<file path="src/rtl/gray_pkg.sv">
// gray_pkg: shared Gray-code helpers and width-derived constants
package gray_pkg;

    function automatic logic [31:0] bin2gray(input logic [31:0] x);
        return x ^ (x >> 1);
    endfunction

    function automatic logic [31:0] gray2bin(input logic [31:0] g);
        logic [31:0] b;
        b[31] = g[31];
        for (int i = 30; i >= 0; i--) b[i] = b[i+1] ^ g[i];
        return b;
    endfunction

    function automatic logic [31:0] max_val(input int unsigned w);
        return (w >= 32) ? 32'hFFFF_FFFF : (32'd1 << w) - 32'd1;
    endfunction

endpackage

</file>
<file path="src/rtl/gray_encoder.sv">
// gray_encoder: combinational binary to Gray conversion
module gray_encoder
    import gray_pkg::*;
#(
    parameter int WIDTH = 8
) (
    input  logic [WIDTH-1:0] bin,
    output logic [WIDTH-1:0] gray
);
    assign gray = WIDTH'(bin2gray(32'(bin)));
endmodule

</file>
<file path="src/rtl/gray_updown_counter.sv">
// gray_updown_counter: up/down Gray counter with load, wrap/saturate mode and flags
module gray_updown_counter
    import gray_pkg::*;
#(
    parameter int WIDTH     = 8,
    parameter int RESET_VAL = 0,
    parameter bit SATURATE  = 1'b0
) (
    input  logic             clk_i,
    input  logic             rst_i,
    input  logic             en_i,
    input  logic             dir_i,
    input  logic             load_i,
    input  logic [WIDTH-1:0] load_val_i,
    output logic [WIDTH-1:0] count_o,
    output logic [WIDTH-1:0] nextCount_o,
    output logic [WIDTH-1:0] binCount_o,
    output logic             tc_o,
    output logic             wrap_o
);
    localparam logic [WIDTH-1:0] MAX = WIDTH'(max_val(WIDTH));

    logic [WIDTH-1:0] bin_r, next_bin;
    logic             dir_r, wrap_r, in_term;

    // terminal test uses the incoming direction so reversal needs no bubble
    assign in_term = dir_i ? (bin_r == MAX) : (bin_r == '0);

    always_ff @(posedge clk_i or posedge rst_i) begin
        if (rst_i) begin
            bin_r  <= WIDTH'(RESET_VAL);
            dir_r  <= 1'b1;
            wrap_r <= 1'b0;
        end else if (load_i) begin
            bin_r  <= load_val_i;
            dir_r  <= dir_i;
            wrap_r <= 1'b0;
        end else if (en_i) begin
            dir_r  <= dir_i;
            bin_r  <= (SATURATE && in_term) ? bin_r : dir_i ? bin_r + 1'b1 : bin_r - 1'b1;
            wrap_r <= !SATURATE && in_term;
        end else begin
            wrap_r <= 1'b0;
        end
    end

    assign tc_o       = dir_r ? (bin_r == MAX) : (bin_r == '0);
    assign next_bin   = (SATURATE && tc_o) ? bin_r : dir_r ? bin_r + 1'b1 : bin_r - 1'b1;
    assign binCount_o = bin_r;
    assign wrap_o     = wrap_r;

    gray_encoder #(.WIDTH(WIDTH)) u_cur (.bin(bin_r),    .gray(count_o));
    gray_encoder #(.WIDTH(WIDTH)) u_nxt (.bin(next_bin), .gray(nextCount_o));

endmodule
</file>
<file path="config.mk">
export PLATFORM = sky130hd
export DESIGN_NAME = gray_updown_counter
export DESIGN_NICKNAME = d
export VERILOG_FILES = /design/src/rtl/gray_pkg.sv /design/src/rtl/gray_encoder.sv /design/src/rtl/gray_updown_counter.sv
export SDC_FILE = /design/constraint.sdc
export NUM_CORES = 1
export LEC_CHECK = 0
export CAP_MARGIN = 20
export CORE_ASPECT_RATIO = 1.4
export CORE_MARGIN = 2
export CORE_UTILIZATION = 35
export CTS_CLUSTER_SIZE = 24
export DETAILED_ROUTE_END_ITERATION = 12
export DONT_BUFFER_PORTS = 1
export PLACE_DENSITY_LB_ADDON = 0.3
export SETUP_SLACK_MARGIN = 0.3
export SYNTH_ARGS = -nofsm -noshare
export SYNTH_HDL_FRONTEND = slang
export SYNTH_SLANG_ARGS = --single-unit
</file>
<file path="constraint.sdc">
create_clock -name clk_i -period 2.7 [get_ports clk_i]
set_clock_uncertainty 0.2 [all_clocks]
set_input_delay 0.54 -clock clk_i [delete_from_list [all_inputs] [get_ports clk_i]]
set_output_delay 0.54 -clock clk_i [all_outputs]
set_load 0.01 [all_outputs]
</file>
==> results.md <==
* Status: finished with violations
* Failing checks: setup timing
* Final hold violations at 0
* Cells on worst reg2reg path at 8
* Leakage power figure at between 0.6 and 0.7 nW
* Crit Path Class: reg2out
* Max cap viols at 0
* Diodes inserted at 0
* Finished Core Util at about 47%
* DRC errors left at 0
* Pwr per Cell Area at around 610 nW/um2
* Hold WC Path Type: in2reg
* R2r startpoint: binCount_o[1]$_DFFE_PP0P_
* RePlAce Congestion at between 0.8 and 0.9
* Worst-skew pair later-pin latency at between 0.2 and 0.25 ns
* Combinational family with the most area after synthesis: adder cells
* Overflow after GRT at 0
* Die Area at ~3700 um2
* Slew @ Worst Pin at just under 0.4 ns
* Num CTS Buffers at 3
* Largest net degree at the start of global routing at 19
* Peak supply drop at between 0.3 and 0.4 mV
* Area leader, netlist: dfrtp_1
* EDFF count, synth at 0
* DP HPWL at roughly 2.1 mm
* Crit path arrival time at between 1.5 and 2 ns
* Number of vias per cell at between 5 and 6
* Synth Cell Area at around 1100 um2
* Core area at around 3100 um2
* Synth Area in Compound Gates at 11.0%
* Worst-path fanout max at 3
* Final setup TNS at -0.0209 ns
* Clock transition at the registers of the reported paths at around 0.050 ns
* Crit path capture: nextCount_o[6]
* Synth area leaders: dfrtp_1 (20%), ha_1 (19%), xnor2_1 (15%), mux2_2 (5.9%), o21ai_0 (5.7%)
* Clk buf depth at 2
* Setup crit end kind: output pin
* Pwr Total at between 0.0009 and 0.001 W
* H-tree levels at 1
* Post-synth ARST share at between 90% and 100%
* Rows at 24
* Final setup viols at 1
* CP startpoint: binCount_o[1]$_DFFE_PP0P_
* Die Y at between 70 and 80 um
* Io pins at 39
* Xor/xnor cell area share of the yosys netlist at roughly 18%
* Synth Area in Adders at around a fifth
* Vias post-DR at about 950
* Required time worst endpoint at just under 2 ns
* Clk root buf: clkbuf_8
* I/O Buffers at 0
* Ys flop type: dfrtp_1
* Drt total wl at 2.89 mm
* Initial DRT Pass Iterations at 4
* Yosys warns at 0
* Die width at ~52 um
* Seq cells post-synth at 10
* Fin worst setup slack at -0.0209 ns
* Max_slew headroom at 74.1%
* Period utilisation layout at 101%
* Initial Utilization at 36.5%
* Layout Nets at 177
* Multiplexer share of the synthesized area at 9.54%
* First DRT Iteration DRCs at 9
* Synth Area in Simple Gates at between 10% and 20%
* Initial antenna violation count at 0
* CP Launch Type: flip-flop
* Top-area cell type share of the netlist area at between 10% and 20%
* P&R area growth vs syn at 29.7%
* Global-route wire length before repair at 4.47 mm
* Synth unique cells at 27
* Fmax achieved at 368 MHz
* Syn nets at roughly 160
* Post-synthesis sequential area ratio at approximately 22%
* Wirelength per Cell at between 15 and 20 um
* Clock Sinks at 10
* RSZ-0062 raised after global routing: true
* Vias in the first global route at between 900 and 1000
* Final Critical Period at approximately 2.7 ns
* Layout cells sized above 1 at around 36%
* Final Max Tran Viols at 0
* GRT Total Usage at 15.8%
* Reg-to-reg endpoint: binCount_o[5]$_DFFE_PP0P_
* CTS tree: done
* Mapped Avg Cell Area at approximately 8.5 um2
* R2r setup slk at between 0.5 and 0.6 ns
* Post-route ant nets at 0
* Synth Instances at approximately 130
[routing by layer]
| metal | wire length (um) | part of all wire (%) | track usage [%] | vias up |
|---|---|---|---|---|
| met1 | 1190 | 41 | 17.6 | 453 |
| met4 | 63 | 2.2 | 7.69 | 0 |
| met3 | 120 | 4.1 | 2.71 | 7 |
| met2 | 1520 | 53 | 28.3 | 28 |
| li1 | - | - | - | 465 |
| met5 | 0 | 0 | 0 | - |
[Yosys cell counts, types with 2 or more instances]
| cell | instances |
|---|---|
| a21oi_1 | 5 |
| clkbuf_1 | 4 |
| dfrtp_1 | 9 |
| ha_1 | 17 |
| inv_1 | 11 |
| mux2_2 | 6 |
| mux2i_1 | 3 |
| nand2_1 | 11 |
| nand3_1 | 7 |
| nand4_1 | 2 |
| nor2_1 | 6 |
| nor3_1 | 3 |
| o21ai_0 | 13 |
| o21ai_1 | 2 |
| xnor2_1 | 19 |
| xor2_1 | 5 |
[sequential cells by signal, summed over array words and instances (netlist names)]
name,count
wrap_o,1
binCount_o,8
dir_r,1
[how the worst min path moves through the flow]
stage	from	end	depth (start not counted)
after floorplan	rst_i	binCount_o[0]$_DFFE_PP0P_	1
after global placement	rst_i	wrap_o$_DFF_PP0_	1
after detailed placement	rst_i	binCount_o[7]$_DFFE_PP0P_	1
after CTS	load_i	binCount_o[0]$_DFFE_PP0P_	1
after global routing	load_i	binCount_o[0]$_DFFE_PP0P_	1
final	load_i	binCount_o[0]$_DFFE_PP0P_	1
[repair_timing]
| item | 4_1_cts | 5_1_grt |
|---|---|---|
| pin swaps | 10 | 13 |
| hold endpoints to repair | 9 | 0 |
| hold buffers | 1 | 0 |
| setup buffers | 3 | 3 |
| setup endpoints to repair | 8 | 9 |
| resized for setup | 13 | 18 |
[placed cells by master, fill, tap and decap left out, types with 2 or more instances in the layout]
cell type  count
o21ai_2        4
nand4_1        2
dfrtp_1        6
xor2_1         4
a21oi_1        5
mux2_2         6
nor2_1         6
inv_4          2
xnor2_2        7
o21ai_0        8
mux2i_1        3
ha_2           4
buf_4         14
nor3_1         3
nand3_1        7
o21ai_1        2
ha_1          12
nand2_1       11
clkbuf_8       4
xnor2_1       11
dfrtp_2        3
inv_1          9
[per-stage QoR]
stage	hold WS (ns)	setup slack [ns]	area (um2)	instances
after floorplan	0.179	0.238	1150	134
after global placement	0.228	0.240	1230	174
final	0.210	-0.0209	1480	185
after CTS	0.204	0.0103	1370	182
after global routing	0.223	-0.0829	1480	185
after detailed placement	0.236	0.182	1230	174
[worst max-delay path, stage by stage (launching register included)]
cell      delay [ns]
dfrtp_2         0.42
inv_4           0.08
ha_4            0.11
a21bo_4         0.22
or2_4           0.29
a221oi_4        0.32
xnor2_1         0.12
o21ai_2         0.19
[kinds of logic after synthesis]
kind of cell | count (synthesis)
multiplexers | 10
AND/OR/NAND/NOR | 33
flip-flops | 10
adder cells (fa/ha/maj) | 17
AO/OA/AOI/OAI | 22
buffers and inverters | 18
XOR/XNOR | 24
[report_power, final]
part	leakage (nW)	internal (W)	switching (W)
sequential	0.117	0.000172	0.0000290
clock	0.0288	0.000128	0.0000590
combinational	0.493	0.000238	0.000279
total	0.639	0.000539	0.000367
[final cells by class]
| type | count | area, um2 |
|---|---|---|
| well taps | 39 | 48.8 |
| multi-input cells | 106 | 956 |
| fillers | 323 | 1640 |
| inverters | 11 | 46.3 |
| clock buffers | 4 | 55.1 |
| repair buffers | 15 | 115 |
| flip-flops and latches | 10 | 259 |
No activity file was read; power rests on OpenSTA's default activity.
==> variant 1, RTL diff (same flow settings) <==
`WIDTH` is set to 8 in 2 places; all go to 12.
--- a/src/rtl/gray_encoder.sv
+++ b/src/rtl/gray_encoder.sv
@@ -3,5 +3,5 @@
     import gray_pkg::*;
 #(
-    parameter int WIDTH = 8
+    parameter int WIDTH = 12
 ) (
     input  logic [WIDTH-1:0] bin,
--- a/src/rtl/gray_updown_counter.sv
+++ b/src/rtl/gray_updown_counter.sv
@@ -3,5 +3,5 @@
     import gray_pkg::*;
 #(
-    parameter int WIDTH     = 8,
+    parameter int WIDTH     = 12,
     parameter int RESET_VAL = 0,
     parameter bit SATURATE  = 1'b0
Interface: changed (resized binCount_o, count_o, load_val_i and nextCount_o); port bits go from 39 to 55. The function was not compared with the original's and may differ.
==> variant 1 against the original RTL <==
Critical path depth increased by 1. Wire length increased by 81%. Largest power group unchanged. Sequential cell count grew 4. Non-clock buffer count up 7. Total power grew 46%. Design area rose by 65%. Core utilization decreased by 0.10 points. Synthesized area up 63%. Synthesized cell count is 56% higher. Count of clock-buffer cells in the layout unchanged. Fmax fell by 2.8%. The flow still finishes with violations (setup timing). Critical path type unchanged. Sequential power rose by 47%. Worst setup slack lost 0.077 ns.
==> variant 1: results (changes against the original RTL) <==
status finished, violations left; violated checks setup timing; gr usage total 0.1859 (+0.02765); Synth top cells by count 29 x ha_1, 25 x xnor2_1, 19 x nand2_1; worst reg2reg setup slack 0.45 ns (-0.10 ns); WL met3 272 µm (+130%); Post-Layout Cell Count 292 (+58%); setup TNS -0.6213 ns (-0.6004 ns); clock latency on the worst-skew pair ~0.25 ns; WP data arrival 2.06 ns (+0.08 ns); DR iter-0 viols 57 (+48); met2 Usage GRT 0.3316 (+0.04893); Crit-path slowest cell dfrtp_2; DR pass1 iterations 4 (unchanged); slowest cell delay on critical path 0.49 ns (+0.07 ns); Distinct cells, synth 49 (+81%); share of layout cells above drive strength 1 0.4602 (+0.1040); post-synthesis sequential area ratio 0.1896 (-0.03079); worst r2r src binCount_o[2]$_DFFE_PP0P_; Tightest Pin Transition 0.6358 ns (+0.2471 ns); Post-DP HPWL 3941 µm (+84%); routing usage on met3 0.03630 (+0.009212); Placed Cells incl. Taps 279 (+60%); Hold Crit Class primary input to asynchronous set/reset pin; Post-Synth XOR/XNOR Area 0.1464 (-0.03779); post-synthesis adder-cell area fraction 0.1957 (+0.009278); Crit Path Max Fanout 6 (+3); Max rail drop VDD 0.3183 mV (+1.8%); wire length per cell 17.98 µm (+15%); WHS 0.05097 ns (-0.1590 ns); max FFs per register 12 (+4); Setup WS pre-CTS 0.05141 ns (-0.1310 ns); synthesized area per cell 8.872 µm² (+4.2%); CTS Buf Count 3 (unchanged); number of global-route vias before repair 1600 (+62%); gpl congestion 0.8192 (+0.18%); ys flop type dfrtp_1; met2 wire length 2873 µm (+89%); M1 WL 1987 µm (+68%); first-pass GRT wire length 8473 µm (+90%); met1 Use GR 0.2129 (+0.03681); largest net degree at the start of global routing 25 (+6); final worst slack -0.09827 ns (-0.07739 ns); Power Internal 735.8 µW (+37%); via count 1554 (+63%); Area after DPL 2076 µm² (+69%); clock buffer depth 2 (unchanged); Leak 0.0009815 µW (+54%); Synth area leaders ha_1 20%, dfrtp_1 18%, xnor2_1 12%; FF-to-FF path depth 8 (unchanged); Worst-path clk slew 0.07 ns (+0.02 ns); Setup Viol. Count Final 7 (+6); RR Endpoint binCount_o[9]$_DFFE_PP0P_; compound-gate portion of the synthesized area 0.1754 (+0.06579); # nets final 273 (+54%); syn_nets 255 (+55%); mux contribution to synthesized area 0.06410 (-0.03129)
variant 1: cell types whose count changed after synthesis, sizes merged, moves of 5 or more:
cell,delta
and3,+6
ha,+12
xnor2,+6
inv,+5
nand2,+8
variant 1: repair_timing:
action                                  4_1_cts  5_1_grt
pin swaps                                    13       10
endpoints found under the setup margin       13       14
buffers inserted                              7        2
resized for setup                            34       17
variant 1: layout make-up:
type	instances	area, µm²
Fill cell	486	2719
Multi-Input combinational cell	169	1692
Sequential cell	14	360.3
Timing Repair Buffer	22	165.2
Inverter	17	85.08
Tap cell	66	82.58
Clock buffer	4	55.05
variant 1: worst max-delay path, delay by kind of cell, from the launching register on:
kind | cells | cell delay, ns
buffers and inverters | 2 | 0.27
XOR/XNOR | 2 | 0.44
AND/OR/NAND/NOR | 1 | 0.12
AO/OA/AOI/OAI | 2 | 0.27
adder cells (fa/ha/maj) | 1 | 0.21
flip-flops | 1 | 0.49
variant 1: worst max-delay path by stage:
stage | start | to | slack (ns) | cells past startpoint
global placement | binCount_o[2]$_DFFE_PP0P_ | nextCount_o[10] | 0.07 | 7
CTS | binCount_o[2]$_DFFE_PP0P_ | nextCount_o[10] | -0.12 | 7
global route | binCount_o[2]$_DFFE_PP0P_ | nextCount_o[6] | -0.23 | 8
finish | binCount_o[2]$_DFFE_PP0P_ | nextCount_o[6] | -0.1 | 8
detailed placement | binCount_o[2]$_DFFE_PP0P_ | nextCount_o[10] | 0.05 | 7
floorplan | binCount_o[0]$_DFFE_PP0P_ | nextCount_o[9] | 0.23 | 8
variant 1: power groups by stage:
stage	clock network [µW]	registers (µW)	logic, µW
floorplan	0	296	525
global placement	0	293	654
detailed placement	0	295	660
CTS	225	292	779
global route	230	300	881
finish	219	295	810
==> variant 2, RTL diff (same settings) <==
Without the edit above. Register the output `count_o`, with the module's reset; this adds one clock of latency there. The other outputs are not delayed to match.
--- a/src/rtl/gray_updown_counter.sv
+++ b/src/rtl/gray_updown_counter.sv
@@ -20,4 +20,6 @@
 );
     localparam logic [WIDTH-1:0] MAX = WIDTH'(max_val(WIDTH));
+
+    logic [WIDTH-1:0] count_d;
 
     logic [WIDTH-1:0] bin_r, next_bin;
@@ -50,6 +52,14 @@
     assign wrap_o     = wrap_r;
 
-    gray_encoder #(.WIDTH(WIDTH)) u_cur (.bin(bin_r),    .gray(count_o));
+    gray_encoder #(.WIDTH(WIDTH)) u_cur (.bin(bin_r),    .gray(count_d));
     gray_encoder #(.WIDTH(WIDTH)) u_nxt (.bin(next_bin), .gray(nextCount_o));
 
+    always_ff @(posedge clk_i or posedge rst_i) begin
+        if (rst_i) begin
+            count_o <= '0;
+        end else begin
+            count_o <= count_d;
+        end
+    end
+
 endmodule
Check against the original RTL: not equivalent (Yosys sat finds a counterexample within 4 cycles, from zero or initial values and one cycle with rst_i high).
==> variant 2 against the original RTL <==
Final cell count up 14%. Design area up 34%. Synthesized area up 20%. The flow still finishes with violations (setup timing). Worst setup slack worse by 0.068 ns. Sequential cell count up 8. Core utilization up 6.0 points. Non-clock buffer count up 15. Total power up 36%. Critical path type unchanged. Wire length up 30%. Critical endpoint unchanged. Largest power group unchanged.
==> variant 2: results (changes against the original RTL) <==
status finished, violations left; violated checks setup timing; CTS Buf Count 3 (unchanged); via count 1082 (+14%); Setup WS pre-CTS 0.1035 ns (-0.07888 ns); clock latency on the worst-skew pair 0.27 ns (+0.03 ns); Placed Cells incl. Taps 187 (+7.5%); Worst-path clk slew 0.07 ns (+0.02 ns); Synth Warn # 0 (unchanged); initial antenna violation count 0 (unchanged); Max rail drop VDD 0.3163 mV (+1.2%); Crit Path Max Fanout 3 (unchanged); WL final 3749 µm (+30%); htree depth 1 (unchanged); ant diodes 0 (unchanged); Post-DP HPWL 2457 µm (+14%); Synth area leaders dfrtp_1 31%, ha_1 16%, xnor2_1 14%; final worst slack -0.08880 ns (-0.06791 ns); Distinct cells, synth 30 (+11%); share of layout cells above drive strength 1 0.4821 (+0.1260); port bufs 0 (unchanged); FF-to-FF path depth 10 (+2); DR pass1 iterations 5 (+1); clock buffer depth 2 (unchanged); root buffer cell clkbuf_8; fmax 358.6 MHz (-2.4%); post-synthesis sequential area ratio 0.3309 (+0.1105); synthesized area per cell 9.681 µm² (+14%); Synth top cells by count 22 x xnor2_1, 17 x dfrtp_1, 17 x ha_1; gr usage total 0.1627 (+0.004393); Area after DPL 1484 µm² (+21%); DR iter-0 viols 22 (+13); syn_nets 171 (+4.3%); wire length per cell 17.85 µm (+14%); first-pass GRT wire length 5513 µm (+23%); Post-synth ARST share 1.000 (unchanged); Hold Crit Class primary input to asynchronous set/reset pin; Leak 0.0008478 µW (+33%); # nets final 199 (+12%); Setup Viol. Count Final 4 (+3); gpl congestion 0.8429 (+3.1%); cell taking the most area after synthesis dfrtp_1; CTS tree built; slew margin rel. 0.5329 (-0.2077); largest net degree at the start of global routing 19 (unchanged)
[variant 2: layer usage]
layer  global-route usage  up-vias  part of all wire
met5                    0        -                 0
met4               0.1000        0             0.019
met3              0.02333        5             0.041
met2               0.2802       34              0.56
met1               0.1855      522              0.38
li1                     -      521                 -
[variant 2: path summary, 6_finish.rpt]
path / startpoint / endpoint / slack, ns
min reg2reg: binCount_o[7]$_DFFE_PP0P_ / count_o[7]$_DFF_PP0_ / 0.37
min in group clk_i: load_i / wrap_o$_DFF_PP0_ / 0.13
max in group asynchronous: rst_i / binCount_o[0]$_DFFE_PP0P_ / 1.75
max reg2reg: binCount_o[2]$_DFFE_PP0P_ / binCount_o[5]$_DFFE_PP0P_ / 0.42
min: rst_i / count_o[4]$_DFF_PP0_ / 0.07
max: binCount_o[2]$_DFFE_PP0P_ / nextCount_o[6] / -0.09
[variant 2: power by group]
part | internal (µW) | switching (µW)
Clock | 105 | 103
Combinational | 323 | 324
Sequential | 325 | 53.1
Total | 754 | 480
[variant 2: layout make-up]
cell class	count	area, µm²
fillers	309	1729
multi-input cells	104	1136
flip-flops and latches	18	459.2
repair buffers	30	236.5
well taps	42	52.55
inverters	12	50.05
clock buffers	4	45.04
[variant 2: metrics by stage]
step	util	TNS [ns]
after floorplan	-	0
after global placement	0.4001	0
after detailed placement	0.4001	0
after CTS	0.4622	-0.09516
after global routing	0.5337	-0.4892
final	0.5337	-0.2072
[variant 2: cell families after synthesis]
kind of cell | Yosys count | share of synthesized area
compound gates | 18 | 0.08066
xor+xnor | 25 | 0.1604
fa+ha+maj | 17 | 0.1558
buf+inv | 19 | 0.06049
flops | 18 | 0.3309
mux | 13 | 0.1017
simple gates | 31 | 0.1100
[variant 2: what timing repair did]
item	4_1_cts	5_1_grt
gates resized for setup	29	29
buffers inserted	5	14
gates cloned	0	0
pin swaps	12	15
endpoints found under the setup margin	9	9
[variant 2: worst max-delay path, cell delays in order, from the launching register on]
cell      delay (ns)
dfrtp_2         0.42
inv_4           0.08
ha_4            0.13
a21bo_4         0.23
or2_4           0.26
a221oi_4        0.34
xnor2_2         0.12
o21ai_2         0.20
